**src/rtl/axi_lite_decerr_slave_if.sv**
```systemverilog
// AXI-Lite slave-side bus bundle for the decode-error responder.
// The slave modport faces the crossbar and the master modport drives it.
interface axi_lite_decerr_slave_if #(
  parameter int unsigned ADDR_WIDTH = 32,
  parameter int unsigned DATA_WIDTH = 32
);
  logic [ADDR_WIDTH-1:0]   s_awaddr;
  logic                    s_awvalid;
  logic                    s_awready;
  logic [DATA_WIDTH-1:0]   s_wdata;
  logic [DATA_WIDTH/8-1:0] s_wstrb;
  logic                    s_wvalid;
  logic                    s_wready;
  logic [1:0]              s_bresp;
  logic                    s_bvalid;
  logic                    s_bready;
  logic [ADDR_WIDTH-1:0]   s_araddr;
  logic                    s_arvalid;
  logic                    s_arready;
  logic [DATA_WIDTH-1:0]   s_rdata;
  logic [1:0]              s_rresp;
  logic                    s_rvalid;
  logic                    s_rready;

  modport slave (
    input  s_awaddr, s_awvalid, output s_awready,
    input  s_wdata, s_wstrb, s_wvalid, output s_wready,
    output s_bresp, s_bvalid, input s_bready,
    input  s_araddr, s_arvalid, output s_arready,
    output s_rdata, s_rresp, s_rvalid, input s_rready
  );

  modport master (
    output s_awaddr, s_awvalid, input s_awready,
    output s_wdata, s_wstrb, s_wvalid, input s_wready,
    input  s_bresp, s_bvalid, output s_bready,
    output s_araddr, s_arvalid, input s_arready,
    input  s_rdata, s_rresp, s_rvalid, output s_rready
  );
endinterface

```
**src/rtl/axi_lite_decerr_slave.sv**
```systemverilog
// Default AXI-Lite responder: completes every write/read with DECERR and
// keeps saturating error counters plus the last offending address.
module axi_lite_decerr_slave #(
  parameter int unsigned ADDR_WIDTH = 32,
  parameter int unsigned DATA_WIDTH = 32,
  parameter logic [31:0] ERR_RDATA  = 32'hDEAD_BEEF,
  parameter int unsigned CNT_W      = 16
) (
  input  logic                       clk,
  input  logic                       rst,
  axi_lite_decerr_slave_if.slave     s,
  input  logic                       clr_cnt,
  output logic [CNT_W-1:0]           wr_err_cnt,
  output logic [CNT_W-1:0]           rd_err_cnt,
  output logic [ADDR_WIDTH-1:0]      last_err_addr,
  output logic                       last_err_wr
);

  // GOT_AW / GOT_W stand in for the separate aw_held / w_held capture flags
  typedef enum logic [1:0] {WR_IDLE, WR_GOT_AW, WR_GOT_W, WR_RESP} wr_state_t;
  typedef enum logic {RD_IDLE, RD_RESP} rd_state_t;

  wr_state_t wr_state, wr_next;
  rd_state_t rd_state, rd_next;
  logic      aw_hs, w_hs, ar_hs;
  logic      unused_wdata;

  assign unused_wdata = ^{s.s_wdata, s.s_wstrb};

  assign s.s_bresp = 2'b11;
  assign s.s_rresp = 2'b11;
  assign s.s_rdata = DATA_WIDTH'(ERR_RDATA);

  always_ff @(posedge clk) begin
    if (rst) begin
      wr_state <= WR_IDLE;
      rd_state <= RD_IDLE;
    end else begin
      wr_state <= wr_next;
      rd_state <= rd_next;
    end
  end

  always_comb begin
    wr_next     = wr_state;
    rd_next     = rd_state;
    s.s_awready = 1'b0;
    s.s_wready  = 1'b0;
    s.s_bvalid  = 1'b0;
    s.s_arready = 1'b0;
    s.s_rvalid  = 1'b0;

    unique case (wr_state)
      WR_IDLE: begin
        s.s_awready = 1'b1;
        s.s_wready  = 1'b1;
      end
      WR_GOT_AW: s.s_wready  = 1'b1;
      WR_GOT_W:  s.s_awready = 1'b1;
      WR_RESP:   s.s_bvalid  = 1'b1;
      default:   ;
    endcase

    s.s_arready = (rd_state == RD_IDLE);
    s.s_rvalid  = (rd_state == RD_RESP);

    aw_hs = s.s_awvalid && s.s_awready;
    w_hs  = s.s_wvalid  && s.s_wready;
    ar_hs = s.s_arvalid && s.s_arready;

    unique case (wr_state)
      WR_IDLE: begin
        if (aw_hs && w_hs) wr_next = WR_RESP;
        else if (aw_hs)    wr_next = WR_GOT_AW;
        else if (w_hs)     wr_next = WR_GOT_W;
      end
      WR_GOT_AW: if (w_hs)       wr_next = WR_RESP;
      WR_GOT_W:  if (aw_hs)      wr_next = WR_RESP;
      WR_RESP:   if (s.s_bready) wr_next = WR_IDLE;
      default:   wr_next = WR_IDLE;
    endcase

    unique case (rd_state)
      RD_IDLE: if (ar_hs)       rd_next = RD_RESP;
      RD_RESP: if (s.s_rready)  rd_next = RD_IDLE;
      default: rd_next = RD_IDLE;
    endcase
  end

  // Clear beats increment; counters stick at all-ones
  always_ff @(posedge clk) begin
    if (rst || clr_cnt) begin
      wr_err_cnt <= '0;
      rd_err_cnt <= '0;
    end else begin
      if (aw_hs && (wr_err_cnt != '1)) wr_err_cnt <= wr_err_cnt + 1'b1;
      if (ar_hs && (rd_err_cnt != '1)) rd_err_cnt <= rd_err_cnt + 1'b1;
    end
  end

  always_ff @(posedge clk) begin
    if (rst) begin
      last_err_addr <= '0;
      last_err_wr   <= 1'b0;
    end else if (aw_hs) begin
      last_err_addr <= s.s_awaddr;
      last_err_wr   <= 1'b1;
    end else if (ar_hs) begin
      last_err_addr <= s.s_araddr;
      last_err_wr   <= 1'b0;
    end
  end

endmodule

```
**src/flat_wrapper.sv**
```systemverilog
// flat-port wrapper written by rule: the top's interface ports become plain ports
module axi_lite_decerr_slave_flat 
#(
  parameter int unsigned ADDR_WIDTH = 32,
  parameter int unsigned DATA_WIDTH = 32,
  parameter logic [31:0] ERR_RDATA  = 32'hDEAD_BEEF,
  parameter int unsigned CNT_W      = 16
)
  (clk, rst, clr_cnt, wr_err_cnt, rd_err_cnt, last_err_addr, last_err_wr, s_s_awaddr, s_s_awvalid, s_s_awready, s_s_wdata, s_s_wstrb, s_s_wvalid, s_s_wready, s_s_bresp, s_s_bvalid, s_s_bready, s_s_araddr, s_s_arvalid, s_s_arready, s_s_rdata, s_s_rresp, s_s_rvalid, s_s_rready);
  axi_lite_decerr_slave_if #(.ADDR_WIDTH(ADDR_WIDTH), .DATA_WIDTH(DATA_WIDTH)) s_i ();
  input  logic clk;
  input  logic rst;
  input  logic clr_cnt;
  output logic [CNT_W-1:0] wr_err_cnt;
  output logic [CNT_W-1:0] rd_err_cnt;
  output logic [ADDR_WIDTH-1:0] last_err_addr;
  output logic last_err_wr;
  input wire logic [$bits(s_i.s_awaddr)-1:0] s_s_awaddr;
  input wire logic [$bits(s_i.s_awvalid)-1:0] s_s_awvalid;
  output wire logic [$bits(s_i.s_awready)-1:0] s_s_awready;
  input wire logic [$bits(s_i.s_wdata)-1:0] s_s_wdata;
  input wire logic [$bits(s_i.s_wstrb)-1:0] s_s_wstrb;
  input wire logic [$bits(s_i.s_wvalid)-1:0] s_s_wvalid;
  output wire logic [$bits(s_i.s_wready)-1:0] s_s_wready;
  output wire logic [$bits(s_i.s_bresp)-1:0] s_s_bresp;
  output wire logic [$bits(s_i.s_bvalid)-1:0] s_s_bvalid;
  input wire logic [$bits(s_i.s_bready)-1:0] s_s_bready;
  input wire logic [$bits(s_i.s_araddr)-1:0] s_s_araddr;
  input wire logic [$bits(s_i.s_arvalid)-1:0] s_s_arvalid;
  output wire logic [$bits(s_i.s_arready)-1:0] s_s_arready;
  output wire logic [$bits(s_i.s_rdata)-1:0] s_s_rdata;
  output wire logic [$bits(s_i.s_rresp)-1:0] s_s_rresp;
  output wire logic [$bits(s_i.s_rvalid)-1:0] s_s_rvalid;
  input wire logic [$bits(s_i.s_rready)-1:0] s_s_rready;
  assign s_i.s_awaddr = s_s_awaddr;
  assign s_i.s_awvalid = s_s_awvalid;
  assign s_s_awready = s_i.s_awready;
  assign s_i.s_wdata = s_s_wdata;
  assign s_i.s_wstrb = s_s_wstrb;
  assign s_i.s_wvalid = s_s_wvalid;
  assign s_s_wready = s_i.s_wready;
  assign s_s_bresp = s_i.s_bresp;
  assign s_s_bvalid = s_i.s_bvalid;
  assign s_i.s_bready = s_s_bready;
  assign s_i.s_araddr = s_s_araddr;
  assign s_i.s_arvalid = s_s_arvalid;
  assign s_s_arready = s_i.s_arready;
  assign s_s_rdata = s_i.s_rdata;
  assign s_s_rresp = s_i.s_rresp;
  assign s_s_rvalid = s_i.s_rvalid;
  assign s_i.s_rready = s_s_rready;
  axi_lite_decerr_slave #(.ADDR_WIDTH(ADDR_WIDTH), .DATA_WIDTH(DATA_WIDTH), .ERR_RDATA(ERR_RDATA), .CNT_W(CNT_W)) u_core (.clk(clk), .rst(rst), .s(s_i), .clr_cnt(clr_cnt), .wr_err_cnt(wr_err_cnt), .rd_err_cnt(rd_err_cnt), .last_err_addr(last_err_addr), .last_err_wr(last_err_wr));
endmodule
```
**config.mk**
```make
export PLATFORM = sky130hd
export DESIGN_NAME = axi_lite_decerr_slave_flat
export DESIGN_NICKNAME = d
export VERILOG_FILES = /design/src/rtl/axi_lite_decerr_slave_if.sv /design/src/rtl/axi_lite_decerr_slave.sv /design/src/flat_wrapper.sv
export SDC_FILE = /design/constraint.sdc
export NUM_CORES = 1
export LEC_CHECK = 0
export CAP_MARGIN = 40
export CORE_MARGIN = 3
export CORE_UTILIZATION = 40
export CTS_CLUSTER_SIZE = 12
export DETAILED_ROUTE_END_ITERATION = 12
export PLACE_DENSITY = 0.86
export SLEW_MARGIN = 5
export SYNTH_ARGS = -nofsm -noshare
export SYNTH_HDL_FRONTEND = slang
export SYNTH_SLANG_ARGS = --single-unit
```
**constraint.sdc**
```tcl
create_clock -name clk -period 5.5 [get_ports clk]
set_input_delay 1.1 -clock clk [delete_from_list [all_inputs] [get_ports clk]]
set_output_delay 1.1 -clock clk [all_outputs]
set_load 0.03 [all_outputs]
```
After elaboration in Yosys (flattened, before gate mapping)
Index checks and enable logic that the tools add are counted.
- eq/ne operators: 9
- reduce and logical (&&, ||, !) cells: 12
- add/subtract/negate cells: 2
- muxes and demuxes: 17
- bitwise gates (word level): 1
- operators by type and width (cell ; count):
    32-bit 2-to-1 mux ; 2
    16-bit by 1-bit adder with 16-bit output (second input constant) ; 2
    16-bit != test (second input constant) ; 2
    2-bit 2-to-1 mux ; 6
    2-bit one-hot mux with 4 select lines ; 1
    1-bit 2-to-1 mux ; 7
    1-bit logical AND ; 6
    2-bit equality test (second input constant) ; 2
    2-bit by 1-bit != test with 1-bit output (second input constant) ; 2
    4-bit by 1-bit != test with 1-bit output (second input constant) ; 1
    4-bit AND reduction ; 1
    2-bit OR reduction ; 2
    2-bit by 1-bit equality test with 1-bit output (second input constant) ; 1
    2-bit zero test ; 1
    2-bit != test (second input constant) ; 1
    1-bit one-hot mux with 2 select lines ; 1
    2-bit nonzero test ; 1
    1-bit logical OR ; 1
    1-bit inverter ; 1
- flip-flop bits (word level): 68
- input bits: 108

Logic depth before layout (Yosys ltp)
- depth after elaboration: 8
- depth in mapped cells: 8
- depth with buffers taken out: 7

Worst setup path after synthesis
No wires, ideal clock.
- path type: in2reg
- start: input port s_s_awvalid
- end: register u_core.wr_err_cnt[11]
- library setup time: 70 ps
- cell stages on the path: 4
- data arrival time: 2147 ps
- setup slack: 3283 ps
- cell sequence: o21ai_2 -> or4_4 -> or3_1 -> a21oi_1
- word-level cells in the longest chain between the ends: 2
- ends and longest elaborated chain (element ; line ; RTL):
    start: declaration ; flat_wrapper.sv:19 ; input wire logic [$bits(s_i.s_awvalid)-1:0] s_s_awvalid;
    1-bit logical AND ; axi_lite_decerr_slave.sv:67 ; aw_hs = s.s_awvalid && s.s_awready;
    1-bit logical AND ; axi_lite_decerr_slave.sv:96 ; if (aw_hs && (wr_err_cnt != '1)) wr_err_cnt <= wr_err_cnt + 1'b1;
    end signal: assignment ; axi_lite_decerr_slave.sv:96 ;
    end: declaration ; axi_lite_decerr_slave.sv:13 ; output logic [CNT_W-1:0] wr_err_cnt,
No other way between the ends.
A chain may end at the register's enable or synchronous reset.

Worst setup path in the final report
- start: register u_core.wr_state[0]
- end: output port s_s_awready
- word-level cells in the longest chain between the ends: 3
- elaborated cells on any way between the ends: 4
- ends and longest elaborated chain (element ; line ; RTL):
    start: declaration ; axi_lite_decerr_slave.sv:23 ; wr_state_t wr_state, wr_next;
    start signal: assignment ; axi_lite_decerr_slave.sv:39 ; wr_state <= wr_next;
    2-bit equality test / 2-bit zero test (equally long branches) ; axi_lite_decerr_slave.sv:53 ; unique case (wr_state)
    2-bit OR reduction (no source line) (*) ; -- ;
    1-bit 2-to-1 mux (*) ; axi_lite_decerr_slave.sv:53 ;
    end: declaration ; flat_wrapper.sv:20 ; output wire logic [$bits(s_i.s_awready)-1:0] s_s_awready;
Mark *: on every way between the ends. The rest lies on a longest branch, timed or not.

==> metrics.yaml <==
run:
  cap_violations: 0
global_routing:
  grtUsageMet3_pct: 6.802
  antenna_found_initial: 0
  top_usage_layer: "met2"
  use_met1_pct: 21.83
  grt_use_met2_pct: 33.11
  grt.total_usage_pct: 19.05
  grt_max_degree: 67
  grt_pass1_wl_um: 15570
  grt.overflow.total: 0
  grt_pass1_vias: 3335
routing:
  first_pass_iters: 4
  drc: 0
  wl_um: 9525
  via_per_inst: 5.077
  wl_per_cell_um: 14.11
  first_iter_violations: 66
  vias: 3427
  antenna_left: 0
setup_path:
  worstSetupStartpointType: "flip-flop"
  crit_path_max_incr_delay_ns: 0.60
  slowest_stage: "clkdlybuf4s50_1"
  r2r_end: "u_core.last_err_addr[9]"
  cp_max_fo: 4
  critPathLaunch: "u_core.wr_state[0]"
  cp_cell_sequence: "inv_1 -> ha_1 -> or2_2 -> clkdlybuf4s50_1"
  rr_startpoint: "u_core.wr_state[0]"
  critical_path_class: "flip-flop to primary output"
  crit_required_ns: 4.40
  cp_top_family: "buffers and inverters"
  cp-end-kind: "primary output"
  worst_ep_arrival_time_ns: 1.98
  cp-endpoint: "s_s_awready"
  crit_cells: 4
  r2r_slack_ns: 3.44
  cp.buffers_inverters: 2
  r2r_cells: 6
floorplan:
  ioPinCount: 214
  die_h_um: 99.32
  rows: 33
  core_um2: 8341
  die_w_um: 99.32
  dieArea_um2: 9864
  initial_core_util_pct: 41.76
yosys:
  ys_types: 45
  synth-edff-count: 0
  synth-main-ff-cell: "dfxtp_1"
  synth_seq_cells: 68
  yosysSeqAreaShare_pct: 39.08
  yosys_warnings: 0
  async_flop_share_pct: 0
  netlist_area_um2: 3483
  syn_area_per_cell_um2: 8.008
  synth_cells: 435
clock_network:
  ctsHoldBuffers: 0
  numCtsBuffers: 9
  clk_path_buf_depth: 2
  clk_pin_slew_ns: 0.07
  cts_tree: "done"
  cts_resized: 0
  cts_setup_buffers: 0
  cts-root-buf: "clkbuf_8"
  htreeDepth: 3
  cts_sinks: 68
  insertion_delay_ns: 0.32
timing:
  fin_crit_ns: 3.079
  fin_crit_sh_pct: 55.99
  final_max_slew_viol_count: 0
  finalHoldViolations: 0
  fmax_mhz: 324.7
  rsz0062_at_grt: "false"
  maxSlewHeadroom_pct: 56.59
  fin_tns_setup_ns: 0
  worst_pin_slew_ns: 0.6483
  holdWs_ns: 0.4822
  fin_skew_ns: 0.01034
  setup_violations: 0
placement:
  io_buffers: 141
  gp_congestion: 0.8139
  dpl.hpwl_um: 7088
  dp.cells: 659
power:
  power.share.sequential_pct: 37.8
  internal_power_uw: 971.8
  switching_power_uw: 607.8
  vdd_ir_drop_max_mv: 0.1984
  p_leak_nw: 1.793
  pwr-share-comb_pct: 40.1
  power_frac_clock_pct: 22.0
  switching_share_pct: 38.48
  p_per_area_nw_per_um2: 315.7
hold_path:
  hp-class: "flip-flop to flip-flop"
finish:
  n_fill_cell: 704
  layout_commonest_cell: "clkdlybuf4s50_1"
  final_cell_mix: "clkdlybuf4s50_1 (141), nand2_1 (73), dfxtp_1 (68), nor2_1 (65), conb_1 (36)"
  regArea_um2: 1361
  antenna_cells: 0
  multi_input_area_um2: 1843
  syn2layout_area_growth_pct: 43.64
  final_cells: 675
  drive_gt1_share_pct: 5.789
  utilization_pct: 59.99
  nNetsFinal: 680
outcome:
  status: "finished, final reports clean"
layout make-up:
| cell class | count | area share (%) |
|---|---|---|
| clock buffer | 11 | 2.626 |
| tap | 105 | 2.626 |
| sequential | 68 | 27.21 |
| inverter | 11 | 0.8252 |
| timing repair buffer | 146 | 29.31 |
| multi-input combinational | 329 | 36.83 |
| clock inverter | 5 | 0.5751 |
metal layers:
| layer | routed length, um | part of all wire [%] |
|---|---|---|
| met1 | 3808 | 40 |
| met2 | 4731 | 50 |
| met3 | 846 | 8.9 |
| met5 | 0 | 0 |
| met4 | 138 | 1.4 |
tightest hold or removal path: stages, from the launching register on:
cell and delay, ns:
dfxtp_1 0.31, nand2_1 0.05, a311oi_1 0.07
how the worst min path moves through the flow:
stage	start	end	slack, ns	cells past startpoint
global route	u_core.last_err_addr[29]	u_core.last_err_addr[29]	0.51	2
global placement	u_core.last_err_addr[8]	u_core.last_err_addr[8]	0.47	2
floorplan	u_core.wr_state[1]	u_core.wr_state[1]	0.50	2
finish	u_core.last_err_addr[23]	u_core.last_err_addr[23]	0.48	2
CTS	u_core.last_err_addr[23]	u_core.last_err_addr[23]	0.48	2
detailed placement	u_core.last_err_addr[16]	u_core.last_err_addr[16]	0.47	2
sequential cells by signal (all words and copies together), names as in the netlist:
name                  cells
u_core.last_err_addr     32
u_core.rd_err_cnt        16
u_core.wr_err_cnt        16
u_core.wr_state           2
u_core.last_err_wr        1
u_core.s.s_rvalid         1
cell usage after synthesis, types with 7 or more instances:
cell type,count,share of area (%)
nand4_1,9,1.6
nor2_1,65,7.0
xnor2_1,16,4.0
nand2_1,73,7.9
a21oi_1,12,1.7
or3_1,7,1.3
o21ai_0,8,1.1
buf_4,36,7.8
a311oi_1,33,8.3
nand3_1,15,2.2
clkbuf_1,17,1.8
nor3_1,10,1.4
ha_1,7,2.5
dfxtp_1,68,39
inv_1,11,1.2
cells by family after synthesis:
kind of cell / Yosys count / synth area share [%]
flops: 68 / 39.08
other cells: 2 / 0.2156
fa+ha+maj: 7 / 2.514
simple gates: 202 / 27.01
xor+xnor: 20 / 5.029
mux: 2 / 0.5747
compound gates: 62 / 13.54
buf+inv: 72 / 12.03
power groups by stage:
stage	Sequential, mW	Combinational (mW)	Clock, mW
final	0.598	0.634	0.348
after floorplan	0.719	0.292	0
after global routing	0.606	0.682	0.379
after CTS	0.598	0.637	0.360
after global placement	0.604	0.613	0
after detailed placement	0.608	0.635	0
stage by stage:
step	power, mW	instance area (um2)	setup WS (ns)
3_5_place_dp	1.242	4843	2.495
4_1_cts	1.595	5004	2.395
3_3_place_gp	1.217	4811	2.353
2_1_floorplan	1.010	3611	3.283
5_1_grt	1.667	5004	2.313
6_report	1.580	5004	2.421
Power figures use the tool's default switching activity.
